`config.mk`:
```
export PLATFORM = sky130hd
export DESIGN_NAME = pcileech_com_tx_arbiter
export DESIGN_NICKNAME = d
export VERILOG_FILES = /design/src/rtl/pcileech_header.sv /design/src/rtl/pcileech_rr_pick.sv /design/src/rtl/pcileech_com_tx_arbiter.sv
export SDC_FILE = /design/constraint.sdc
export NUM_CORES = 1
export LEC_CHECK = 0
export ABC_CLOCK_PERIOD_IN_PS = 3500
export CAP_MARGIN = 20
export CORE_ASPECT_RATIO = 2
export CORE_UTILIZATION = 45
export CTS_CLUSTER_DIAMETER = 50
export DETAILED_ROUTE_END_ITERATION = 8
export DONT_BUFFER_PORTS = 1
export SLEW_MARGIN = 20
export SYNTH_ARGS = -nofsm -noshare
export SYNTH_HDL_FRONTEND = slang
export SYNTH_HIERARCHICAL = 1
export SYNTH_SLANG_ARGS = --single-unit
```
`constraint.sdc`:
```
create_clock -name clk -period 3.5 [get_ports clk]
set_input_delay 0.7 -clock clk [delete_from_list [all_inputs] [get_ports clk]]
set_output_delay 0.7 -clock clk [all_outputs]
set_load 0.01 [all_outputs]
```
`src/rtl/pcileech_header.sv`:
```
// Shared COM definitions: source tag type, requester indices and arbiter helpers.
package pcileech_header;

  localparam int COM_TAG_WIDTH = 2;
  typedef logic [COM_TAG_WIDTH-1:0] com_tag_t;

  localparam com_tag_t COM_REQ_TLP    = 2'd0;
  localparam com_tag_t COM_REQ_CFG    = 2'd1;
  localparam com_tag_t COM_REQ_CORE   = 2'd2;
  localparam com_tag_t COM_REQ_SHADOW = 2'd3;

  typedef enum logic {
    ARB_IDLE = 1'b0,
    ARB_BUSY = 1'b1
  } arb_state_e;

  // Round-robin successor of idx among n requesters.
  function automatic com_tag_t rr_next(input com_tag_t idx, input int unsigned n);
    if (32'(idx) + 32'd1 >= n) return '0;
    return com_tag_t'(idx + 2'd1);
  endfunction

endpackage

```
`src/rtl/pcileech_rr_pick.sv`:
```
// Rotating-priority search: first set bit of valid_i starting at ptr_i, wrapping modulo N.
module pcileech_rr_pick
  import pcileech_header::*;
#(
  parameter int unsigned N = 3
) (
  input  logic [N-1:0] valid_i,
  input  com_tag_t     ptr_i,
  output logic         hit_o,
  output com_tag_t     idx_o
);

  // Outer loop is the distance from ptr, so the nearest requester wins.
  always_comb begin
    hit_o = 1'b0;
    idx_o = '0;
    for (int unsigned k = 0; k < N; k++) begin
      for (int unsigned j = 0; j < N; j++) begin
        if (!hit_o && valid_i[j] && (((32'(ptr_i) + k) % N) == j)) begin
          hit_o = 1'b1;
          idx_o = com_tag_t'(j);
        end
      end
    end
  end

endmodule

```
`src/rtl/pcileech_com_tx_arbiter.sv`:
```
// Packet-atomic round-robin arbiter sharing the COM TX word path among up to four
// requesters, with a registered output stage and a mid-packet stall timeout.
//
//   state    | meaning
//   ARB_IDLE | no grant held; pick next requester from ptr
//   ARB_BUSY | grant held; forward words until last or timeout
module pcileech_com_tx_arbiter
  import pcileech_header::*;
#(
  parameter int unsigned NUM_REQ        = 3,
  parameter int unsigned TIMEOUT_CYCLES = 1024,
  parameter logic [31:0] ABORT_WORD     = 32'hDEADBEEF
) (
  input  logic                    clk,
  input  logic                    rst_n,
  input  logic [NUM_REQ-1:0]      req_valid,
  input  logic [32*NUM_REQ-1:0]   req_data,
  input  logic [NUM_REQ-1:0]      req_last,
  output logic [NUM_REQ-1:0]      req_ready,
  output logic                    tx_valid,
  output logic [31:0]             tx_data,
  output logic                    tx_last,
  output com_tag_t                tx_tag,
  output logic                    tx_abort,
  input  logic                    tx_ready,
  output logic [NUM_REQ-1:0]      err_timeout,
  input  logic                    err_clear
);

  localparam int unsigned      CNT_W   = (TIMEOUT_CYCLES > 0) ? $clog2(TIMEOUT_CYCLES + 1) : 1;
  localparam logic [CNT_W-1:0] CNT_MAX = CNT_W'(TIMEOUT_CYCLES);

  arb_state_e         state_q, state_d;
  com_tag_t           grant_q, grant_d;
  com_tag_t           ptr_q, ptr_d;
  logic [CNT_W-1:0]   cnt_q, cnt_d;
  logic               tx_valid_q, tx_valid_d;
  logic [31:0]        tx_data_q, tx_data_d;
  logic               tx_last_q, tx_last_d;
  com_tag_t           tx_tag_q, tx_tag_d;
  logic               tx_abort_q, tx_abort_d;
  logic [NUM_REQ-1:0] err_q, err_d;

  logic               out_free;
  logic [NUM_REQ-1:0] gnt_oh;
  logic               gnt_valid;
  logic               gnt_last;
  logic [31:0]        gnt_data;
  logic               accept;
  logic               pick_hit;
  com_tag_t           pick_idx;

  pcileech_rr_pick #(.N(NUM_REQ)) u_pick (
    .valid_i (req_valid),
    .ptr_i   (ptr_q),
    .hit_o   (pick_hit),
    .idx_o   (pick_idx)
  );

  always_comb begin
    gnt_oh   = '0;
    gnt_data = '0;
    for (int unsigned i = 0; i < NUM_REQ; i++) begin
      gnt_oh[i] = (grant_q == com_tag_t'(i));
      if (gnt_oh[i]) gnt_data = req_data[32*i +: 32];
    end
  end

  assign out_free  = !tx_valid_q || tx_ready;
  assign gnt_valid = |(req_valid & gnt_oh);
  assign gnt_last  = |(req_last & gnt_oh);
  assign accept    = (state_q == ARB_BUSY) && gnt_valid && out_free;

  always_ff @(posedge clk or negedge rst_n) begin
    if (!rst_n) begin
      state_q    <= ARB_IDLE;
      grant_q    <= '0;
      ptr_q      <= '0;
      cnt_q      <= '0;
      tx_valid_q <= 1'b0;
      tx_data_q  <= '0;
      tx_last_q  <= 1'b0;
      tx_tag_q   <= '0;
      tx_abort_q <= 1'b0;
      err_q      <= '0;
    end else begin
      state_q    <= state_d;
      grant_q    <= grant_d;
      ptr_q      <= ptr_d;
      cnt_q      <= cnt_d;
      tx_valid_q <= tx_valid_d;
      tx_data_q  <= tx_data_d;
      tx_last_q  <= tx_last_d;
      tx_tag_q   <= tx_tag_d;
      tx_abort_q <= tx_abort_d;
      err_q      <= err_d;
    end
  end

  always_comb begin
    state_d    = state_q;
    grant_d    = grant_q;
    ptr_d      = ptr_q;
    cnt_d      = cnt_q;
    tx_valid_d = tx_valid_q;
    tx_data_d  = tx_data_q;
    tx_last_d  = tx_last_q;
    tx_tag_d   = tx_tag_q;
    tx_abort_d = tx_abort_q;
    // Clear is applied first so a coincident timeout still leaves its flag set.
    err_d      = err_q & ~{NUM_REQ{err_clear}};

    if (out_free) tx_valid_d = 1'b0;

    unique case (state_q)
      ARB_IDLE: begin
        if (pick_hit) begin
          grant_d = pick_idx;
          cnt_d   = '0;
          state_d = ARB_BUSY;
        end
      end
      ARB_BUSY: begin
        if (accept) begin
          tx_valid_d = 1'b1;
          tx_data_d  = gnt_data;
          tx_last_d  = gnt_last;
          tx_tag_d   = grant_q;
          tx_abort_d = 1'b0;
          cnt_d      = '0;
          if (gnt_last) begin
            ptr_d   = rr_next(grant_q, NUM_REQ);
            state_d = ARB_IDLE;
          end
        end else if (!gnt_valid && (TIMEOUT_CYCLES != 0)) begin
          // Counter saturates at the limit and waits for room in the output stage.
          if (cnt_q == CNT_MAX) begin
            if (out_free) begin
              tx_valid_d = 1'b1;
              tx_data_d  = ABORT_WORD;
              tx_last_d  = 1'b1;
              tx_tag_d   = grant_q;
              tx_abort_d = 1'b1;
              err_d      = err_d | gnt_oh;
              ptr_d      = rr_next(grant_q, NUM_REQ);
              state_d    = ARB_IDLE;
            end
          end else begin
            cnt_d = cnt_q + CNT_W'(1);
          end
        end
      end
      default: state_d = ARB_IDLE;
    endcase
  end

  always_comb begin
    req_ready = '0;
    if (state_q == ARB_BUSY && out_free) req_ready = req_valid & gnt_oh;
  end

  assign tx_valid    = tx_valid_q;
  assign tx_data     = tx_data_q;
  assign tx_last     = tx_last_q;
  assign tx_tag      = tx_tag_q;
  assign tx_abort    = tx_abort_q;
  assign err_timeout = err_q;

endmodule

```
; ---- After elaboration in Yosys (flattened, before gate mapping)
; Index checks and enable logic that the tools add are counted.
[op_classes]
n_reduce_logical = 42
n_div = 3
order_cmp = 1
addsub = 5
mux = 74
n_bitwise = 6
eq_ne = 14
[ops]
columns = operator, count
row1 = $mux W32, 7
row2 = $eq A32 B1 Y1 const B, 3
row3 = $eq A32 B2 Y1 const B, 3
row4 = $logic_not A32 Y1, 3
row5 = $mod A32 B2 Y32 const B, 2
row6 = $mux W11, 4
row7 = $mux W2, 19
row8 = $mux W1, 36
row9 = $mod A2 B2 Y32 const B, 1
row10 = $pmux W11 S2, 1
row11 = $logic_and A1 B1 Y1, 20
row12 = $mux W3, 6
row13 = $add A11 B1 Y11 const B, 1
row14 = $eq A11 B11 Y1 const B, 1
row15 = $and A3 B3 Y3, 3
row16 = $logic_not A1 Y1, 9
row17 = $add A2 B1 Y3 const B, 2
row18 = $reduce_or A3 Y1, 2
row19 = $reduce_and A5 Y1, 1
row20 = $ne A2 B2 Y1 const B, 2
row21 = $reduce_and A4 Y1, 1
row22 = $reduce_bool A2 Y1, 2
row23 = $add A2 B2 Y3 const B, 1
row24 = $ge A3 B2 Y1 const B, 1
row25 = other kinds (14), 14
[word_totals]
inputBits = 106
reg_bits = 56
wordCells = 155
output_inout_bits = 43

; ---- Longest topological paths before layout
[depth]
word_depth = 38
depth_mapped = 9
ltp_nobuf = 7

; ---- Hierarchy
; The synthesis kept the hierarchy.
[by_module_without_submodules]
columns = module, area_each_um2, n_inst, seq_area_each_um2, cells_each
row1 = pcileech_com_tx_arbiter, 3066.7, 1, 1401.3, 299
row2 = pcileech_rr_pick, 115.1, 1, 0.0, 16

; ---- Worst setup path after synthesis
; OpenSTA, ideal clock, no wires.
[synth_timing]
path_type = input to register
startpoint = in req_valid[1]
endpoint = reg cnt_q[2]
cell_stages = 7
setup_time_ns = 0.124
arrival_ns = 1.884
required_ns = 3.376
setup_slack_ns = 1.492
path_buffers = 2
cell_sequence = mux2_2 > a22oi_4 > and2_1 > buf_4 > buf_6 > nand2_1 > a211o_1
[synth_via]
elab_chain_cells = 33
word_cells_on_any_way = 41
classes_between = eq/ne: 3 / mux: 10 / bitwise: 1 / reduce/logical: 27
[synth_lines]
columns = item, line
row1 = from (decl), pcileech_com_tx_arbiter.sv:16  ; input logic [NUM_REQ-1:0] req_valid,
row2 = $logic_and A1 B1 Y1 (2 in a row), pcileech_rr_pick.sv:19  ; if (!hit_o && valid_i[j] && (((32'(ptr_i) + k) % N) == j)) begin
row3 = $mux W1, pcileech_rr_pick.sv:19
row4 = $logic_not A1 Y1, pcileech_rr_pick.sv:19
row5 = $logic_and A1 B1 Y1 (2 in a row), pcileech_rr_pick.sv:19
row6 = $mux W1, pcileech_rr_pick.sv:19
row7 = $logic_not A1 Y1, pcileech_rr_pick.sv:19
row8 = $logic_and A1 B1 Y1 (2 in a row), pcileech_rr_pick.sv:19
row9 = $mux W1, pcileech_rr_pick.sv:19
row10 = [12 not listed], --
row11 = $logic_not A1 Y1, pcileech_rr_pick.sv:19
row12 = $logic_and A1 B1 Y1 (2 in a row), pcileech_rr_pick.sv:19
row13 = $mux W1, pcileech_rr_pick.sv:19
row14 = $logic_not A1 Y1, pcileech_rr_pick.sv:19
row15 = $logic_and A1 B1 Y1 (2 in a row), pcileech_rr_pick.sv:19
row16 = $mux W1, pcileech_rr_pick.sv:19
row17 = $ne A2 B2 Y1 (no source line), --
row18 = $reduce_and A3 Y1 (no source line), --
row19 = to (signal assigned), pcileech_com_tx_arbiter.sv:90  ; cnt_q <= cnt_d;
row20 = to (decl), pcileech_com_tx_arbiter.sv:36  ; logic [CNT_W-1:0] cnt_q, cnt_d;
; Several ways; a longest one is shown, not always the timed one.
; A chain may end at the register's enable or synchronous reset.

; ---- Worst setup path in the final report
[layout_timing]
startpoint = reg cnt_q[0]
endpoint = reg tx_tag_q[0] (netlist: tx_tag[0])
[layout_via]
elab_chain_cells = 3
[layout_lines]
columns = item, line
row1 = $eq A11 B11 Y1, pcileech_com_tx_arbiter.sv:137  ; if (cnt_q == CNT_MAX) begin
row2 = $reduce_bool A2 Y1 (no source line), --
row3 = $reduce_and A4 Y1 (no source line), --
row4 = to (signal assigned), pcileech_com_tx_arbiter.sv:94  ; tx_tag_q <= tx_tag_d;
row5 = to (decl), pcileech_com_tx_arbiter.sv:40  ; com_tag_t tx_tag_q, tx_tag_d;
; Every way passes these cells.

==> impl_metrics.yaml <==
outcome:
  outcome: "finished clean"
power_and_ir_drop:
  ir_drop_mv: 0.473
  power_density_nw_per_um2: 882
  power.total_mw: 2.95
  p_leak_nw: 1.37
detailed_routing:
  ant_nets: 0
  drtIter0Drc: 91
  postRouteWirelength_um: 7620
  vias: 2396
  first_pass_iters: 4
  viasPerCell: 6.11
  drc: 0
  wire_per_inst_um: 19.4
floorplan:
  die_h_um: 121
  die_area_um2: 7430
  core_area_um2: 6890
  rows: 43
  pin_count: 149
  initial_utilization: 0.462
  fp.dieW_um: 61.5
yosys:
  yosys.area.top_type_share: 0.440
  synth.most_common_cell: "dfrtp_1"
  yosysUniqueCellTypes: 49
  synth_fp_nets: 425
  ys_ff_latch: 56
  synth_compound_area_frac: 0.238
  async_reset_ff_frac: 1.00
  yosys-top-cells-count: "56 x dfrtp_1, 33 x mux2i_1, 31 x nand2_1"
  avgSynthCellArea_um2: 10.1
  synth_top_family_by_area: "compound AO/OA/AOI/OAI gates"
  synthMuxAreaShare: 0.125
  synthTopCellsByArea: "dfrtp_1 44%, mux2i_1 10%, o22a_1 6.6%"
  synth_area_leader_cell: "dfrtp_1"
  synth.yosys.seq_area_share: 0.440
  yosysWarnings: 6
  synthCells: 315
  synth-xor-area-share: 0
  syn-cell-area_um2: 3180
  synth-edff-count: 0
  synth_simple_gate_area_frac: 0.131
  synthAdderAreaFrac: 0.0157
  synth_ff_type: "dfrtp_1"
min_path:
  min_path_type: "input port to asynchronous set/reset pin"
final_layout:
  final_cell_area_um2: 3340
  finish.utilization: 0.485
  n_fill_cell: 685
  drive_gt1_frac: 0.0927
  syn_to_final_growth_pct: 5.03
  insertedDiodeCount: 0
  nets: 411
  fin_cells: 392
clock_tree:
  cts_htree_levels: 2
  clk_latency_ns: 0.29
  root_buffer: "clkbuf_16"
  cts_inserted_buffers: 5
  clock-sinks: 56
  post_cts_buffers: 0
  cts_tree: "done"
  clock_path_buffers: 2
  ctsResizeCount: 0
  clk_pin_slew_ns: 0.07
  cts_hold_buf: 0
setup_path:
  crit_fanout: 25
  startpoint_type: "flop"
  critical_path_class: "flop to flop"
  critPathRequiredTime_ns: 3.68
  cp-end-kind: "flop"
  crit_arrival_ns: 2.58
grt:
  grt_start_max_net_pins: 57
  grt_antenna_before_repair: 0
  grt_pass1_wl_um: 11000
  grt_overflow: 0
  first_global_vias: 2233
  grt_usage: 0.203
timing:
  fin_crit_sh: 0.688
  hold_viol_final: 0
  tightest_slew_ns: 0.574
  drv_slew: 0
  rsz0062_at_grt: "no"
  clock_skew_ns: 0.00381
  fin_hold_ws_ns: 0.0996
  setup_viol: 0
  timing.fmax_mhz: 415
  slew_headroom: 0.617
  fin_ws_ns: 1.09
  period_needed_ns: 2.41
  fin_tns_setup_ns: 0
placed_design:
  gp_congestion: 0.852
  placement.cell_area_um2: 3190
  dp_slack_ns: 1.01
  dp.cells: 384
  hpwl_um: 5660
  port_buffers: 0
run:
  maxCapViolCount: 0
[worst max-delay path, cell delays in order, from the launching register on]
cell,delay (ns)
dfrtp_1,0.43
inv_1,0.08
ha_1,0.13
nor4b_1,0.22
nand3_1,0.14
and2_1,0.37
nor2_4,0.52
mux2_2,0.40
[worst paths after layout]
check                      cells past startpoint  slack [ns]                      end                  from
min in group clk                               1        0.51     cnt_q[5]$_DFFE_PN0P_  cnt_q[5]$_DFFE_PN0P_
hold reg to reg                                1        0.51     cnt_q[5]$_DFFE_PN0P_  cnt_q[5]$_DFFE_PN0P_
setup reg to reg                               7        1.09    tx_tag[0]$_DFFE_PN0P_  cnt_q[0]$_DFFE_PN0P_
hold / removal                                 0         0.1  tx_data[31]$_DFFE_PN0P_                 rst_n
max in group asynchronous                      0        3.29    tx_tag[0]$_DFFE_PN0P_                 rst_n
setup / recovery                               7        1.09    tx_tag[0]$_DFFE_PN0P_  cnt_q[0]$_DFFE_PN0P_
[cells in the final DEF, fill, tap and decap left out, drive strengths merged, types with 2 or more instances in the layout]
cell and count:
dfrtp 56, mux2 6, a41o 2, a221oi 2, a32o 4, nand4 2, nand2 31, ha 4
o21a 3, o22a 24, a41oi 2, mux2i 33, a21oi 10, and2 5, nor2 18, nor3 4
clkbuf 7, a21o 2, o21ai 29, inv 6, nor2b 4, o2bb2ai 8, buf 4, nand2b 4
nor4b 2, and3 5, nand3 5, a31oi 6, o211ai 2
[cell families (layout without fill, tap and decap cells)]
group	count (synthesis)	after routing
AOI/OAI and AO/OA	101	101
and+or+nand+nor	84	84
DFF	56	56
muxes	39	39
buffers and inverters	31	18
adders and majority gates	4	4
[flip-flops by register name, indices dropped and copies added, names as in the netlist]
signal,flops
cnt_q,11
tx_tag,2
grant_q,2
err_timeout,3
tx_valid,1
tx_abort,1
tx_data,32
state_q,1
tx_last,1
ptr_q,2
[final cells by class]
type                    instances  area (um^2)  share of cell area
clock buffers                   7          143              0.0427
well taps                      90          113              0.0337
flip-flops and latches         56         1400               0.420
repair buffers                  4         30.0             0.00899
inverters                       6         22.5             0.00674
clock inverters                 1         7.51             0.00225
multi-input cells             228         1620               0.486
[per-layer routing]
layer / track usage / share of wire / vias up
met1: 0.217 / 0.38 / 1158
met3: 0.0426 / 0.049 / 17
met2: 0.358 / 0.54 / 83
li1: - / - / 1138
met4: 0.0972 / 0.036 / 0
met5: 0 / 0 / -
[report_power, final]
| part | internal (mW) | switching [mW] |
|---|---|---|
| logic | 0.556 | 0.664 |
| clock network | 0.285 | 0.217 |
| registers | 0.903 | 0.322 |
(Power assumes the default switching activity.)
==> variant, RTL diff (same flow settings) <==
Set the parameter `NUM_REQ` to 6 (it was 3).
--- a/src/rtl/pcileech_com_tx_arbiter.sv
+++ b/src/rtl/pcileech_com_tx_arbiter.sv
@@ -9,3 +9,3 @@
 #(
-  parameter int unsigned NUM_REQ        = 3,
+  parameter int unsigned NUM_REQ        = 6,
   parameter int unsigned TIMEOUT_CYCLES = 1024,
Interface: changed (5 resized); port bits go from 149 to 257. The function was not compared with the original's and may differ.
==> variant against the unedited design <==
  * Area after synthesis rose by 30%
  * Final cell count rose by 50%
  * Setup slack got worse by 1.0 ns
  * Wire length rose by 62%
  * Combinational power rose by 110%
  * Cell area rose by 35%
  * Non-clock buffer count rose by 12
  * Total power rose by 63%
  * Sequential cell count rose by 3
  * Sequential share of layout area fell by 9.2 points
==> variant: results (changes against the unedited design) <==
metric,value,unit,change
ctsResizeCount,0,,unchanged
nets,703,,was 411
post_cts.repair.setup_buffers,0,,unchanged
drc,0,,unchanged
total_power,4.81,mW,was 2.95 mW
yosys_warnings,6,,unchanged
syn_inst,492,,was 315
finalNonFillerCells,588,,was 392
htree_levels,3,,was 2
outcome,completed,,unchanged
min-delay-path-class,input pin to async pin,,unchanged
irDropWorstVdd,0.000468,V,was 0.000473 V
synthTopCellsByCount,"a21oi_1 (64), dfrtp_1 (59), nand2_1 (41)",,"was dfrtp_1 (56), mux2i_1 (33), nand2_1 (31)"
grt_pass1_wl,18300,µm,was 11000 µm
ys.flop_type,dfrtp_1,,unchanged
grt_usage,25.1,%,was 20.3%
antenna_found_initial,0,,unchanged
seq_area_frac_synth,35.7,%,was 44.0%
clk_pin_slew_worst_paths,0.06,ns,
largest_register_ffs,32,,unchanged
async_reset_ff_share,100,%,unchanged
dp_cells,572,,was 384
num_antenna_cells,0,,unchanged
cp.arrival,3.65,ns,was 2.58 ns
cts_buffers,9,,was 5
io_buffers,0,,unchanged
grt_pass1_vias,3543,,was 2233
maxCapViolations,0,,unchanged
synth_nets,714,,was 425
clk_latency,0.33,ns,was 0.29 ns
yosysUniqueCellTypes,59,,was 49
cts_max_path_buffers,2,,unchanged
p_leak,1.86,nW,was 1.37 nW
fin_skew,0.00996,ns,was 0.00381 ns
drtIter0Drc,203,,was 91
grt_max_degree,68,,was 57
preCtsSetupSlack,0.0913,ns,was 1.01 ns
hpwl,9010,µm,was 5660 µm
root_buffer,clkbuf_16,,unchanged
wl_per_cell,21.0,µm,was 19.4 µm
nFillCells,878,,was 685
vias,3800,,was 2396
firstDrtPassIters,5,,was 4
gp_routability_congestion,0.914,,was 0.852
crit_fanout,6,,was 25
cp-startpoint,ptr_q[0],,was cnt_q[0]
tightest_slew,0.591,ns,was 0.574 ns
drive_gt1_share,10.1,%,was 9.27%
synth_area_leaders,"dfrtp_1 (36%), a21oi_1 (7.8%), a221oi_1 (7.0%)",,"was dfrtp_1 (44%), mux2i_1 (10%), o22a_1 (6.6%)"
[variant: cell families (layout without fill, tap and decap cells)]
logic type | after synthesis | count (layout) | synth area share, %
fa+ha+maj | 14 | 14 | 4.24
buf+inv | 52 | 46 | 5.87
mux | 8 | 8 | 2.06
simple gates | 192 | 192 | 23.8
flops | 59 | 59 | 35.7
compound gates | 164 | 164 | 27.7
xor+xnor | 3 | 3 | 0.636
[variant: where the power goes]
group | internal (mW) | leakage (nW) | switching, mW
clock network | 0.620 | 0.150 | 0.299
logic | 1.06 | 0.981 | 1.56
registers | 0.955 | 0.728 | 0.324
[variant: path summary, 6_finish.rpt]
kind                                        to  slack (ns)  cells after the start
worst max-delay path                  cnt_q[5]        0.09                     11
worst min-delay path                  tx_valid        0.07                      0
worst max register to register        cnt_q[5]        0.09                     11
worst min register to register       cnt_q[10]        0.54                      2
max in group asynchronous          tx_data[19]        3.32                      0
min in group clk                err_timeout[3]        0.46                      1
[variant: layout make-up]
type / count / area (µm²) / share of cell area, %
tap: 102 / 128 / 2.83
multi-input combinational: 381 / 2420 / 53.7
clock buffer: 11 / 233 / 5.16
timing repair buffer: 16 / 120 / 2.66
inverter: 14 / 52.6 / 1.17
clock inverter: 5 / 77.6 / 1.72
sequential: 59 / 1480 / 32.8
[variant: worst max-delay path, stage by stage, from the launching register on]
cell and delay [ns]:
dfrtp_2 0.41, inv_1 0.11, ha_1 0.23, a22o_1 0.25, a221o_1 0.29, or3_4 0.35, or3_1 0.41, or3b_1 0.39
nor2b_1 0.17, or2_1 0.30, mux2_2 0.29, mux2i_1 0.14
[variant: stage by stage]
step / hold slack, ns / util (%) / area, µm²
after floorplan: 0.404 / - / 4130
after global placement: 0.406 / 46.9 / 4200
after detailed placement: 0.406 / 46.9 / 4200
after CTS: 0.0541 / 50.4 / 4510
after global routing: 0.0522 / 50.4 / 4510
final: 0.0665 / 50.4 / 4510
[variant: layer usage]
metal  track usage [%]  vias up  part of all wire, %
li1                  -     1785                    -
met1              27.8     1788                   36
met2              44.8      204                   53
met3              6.29       23                  8.3
met4              10.8        0                  2.3
met5                 0        -                    0
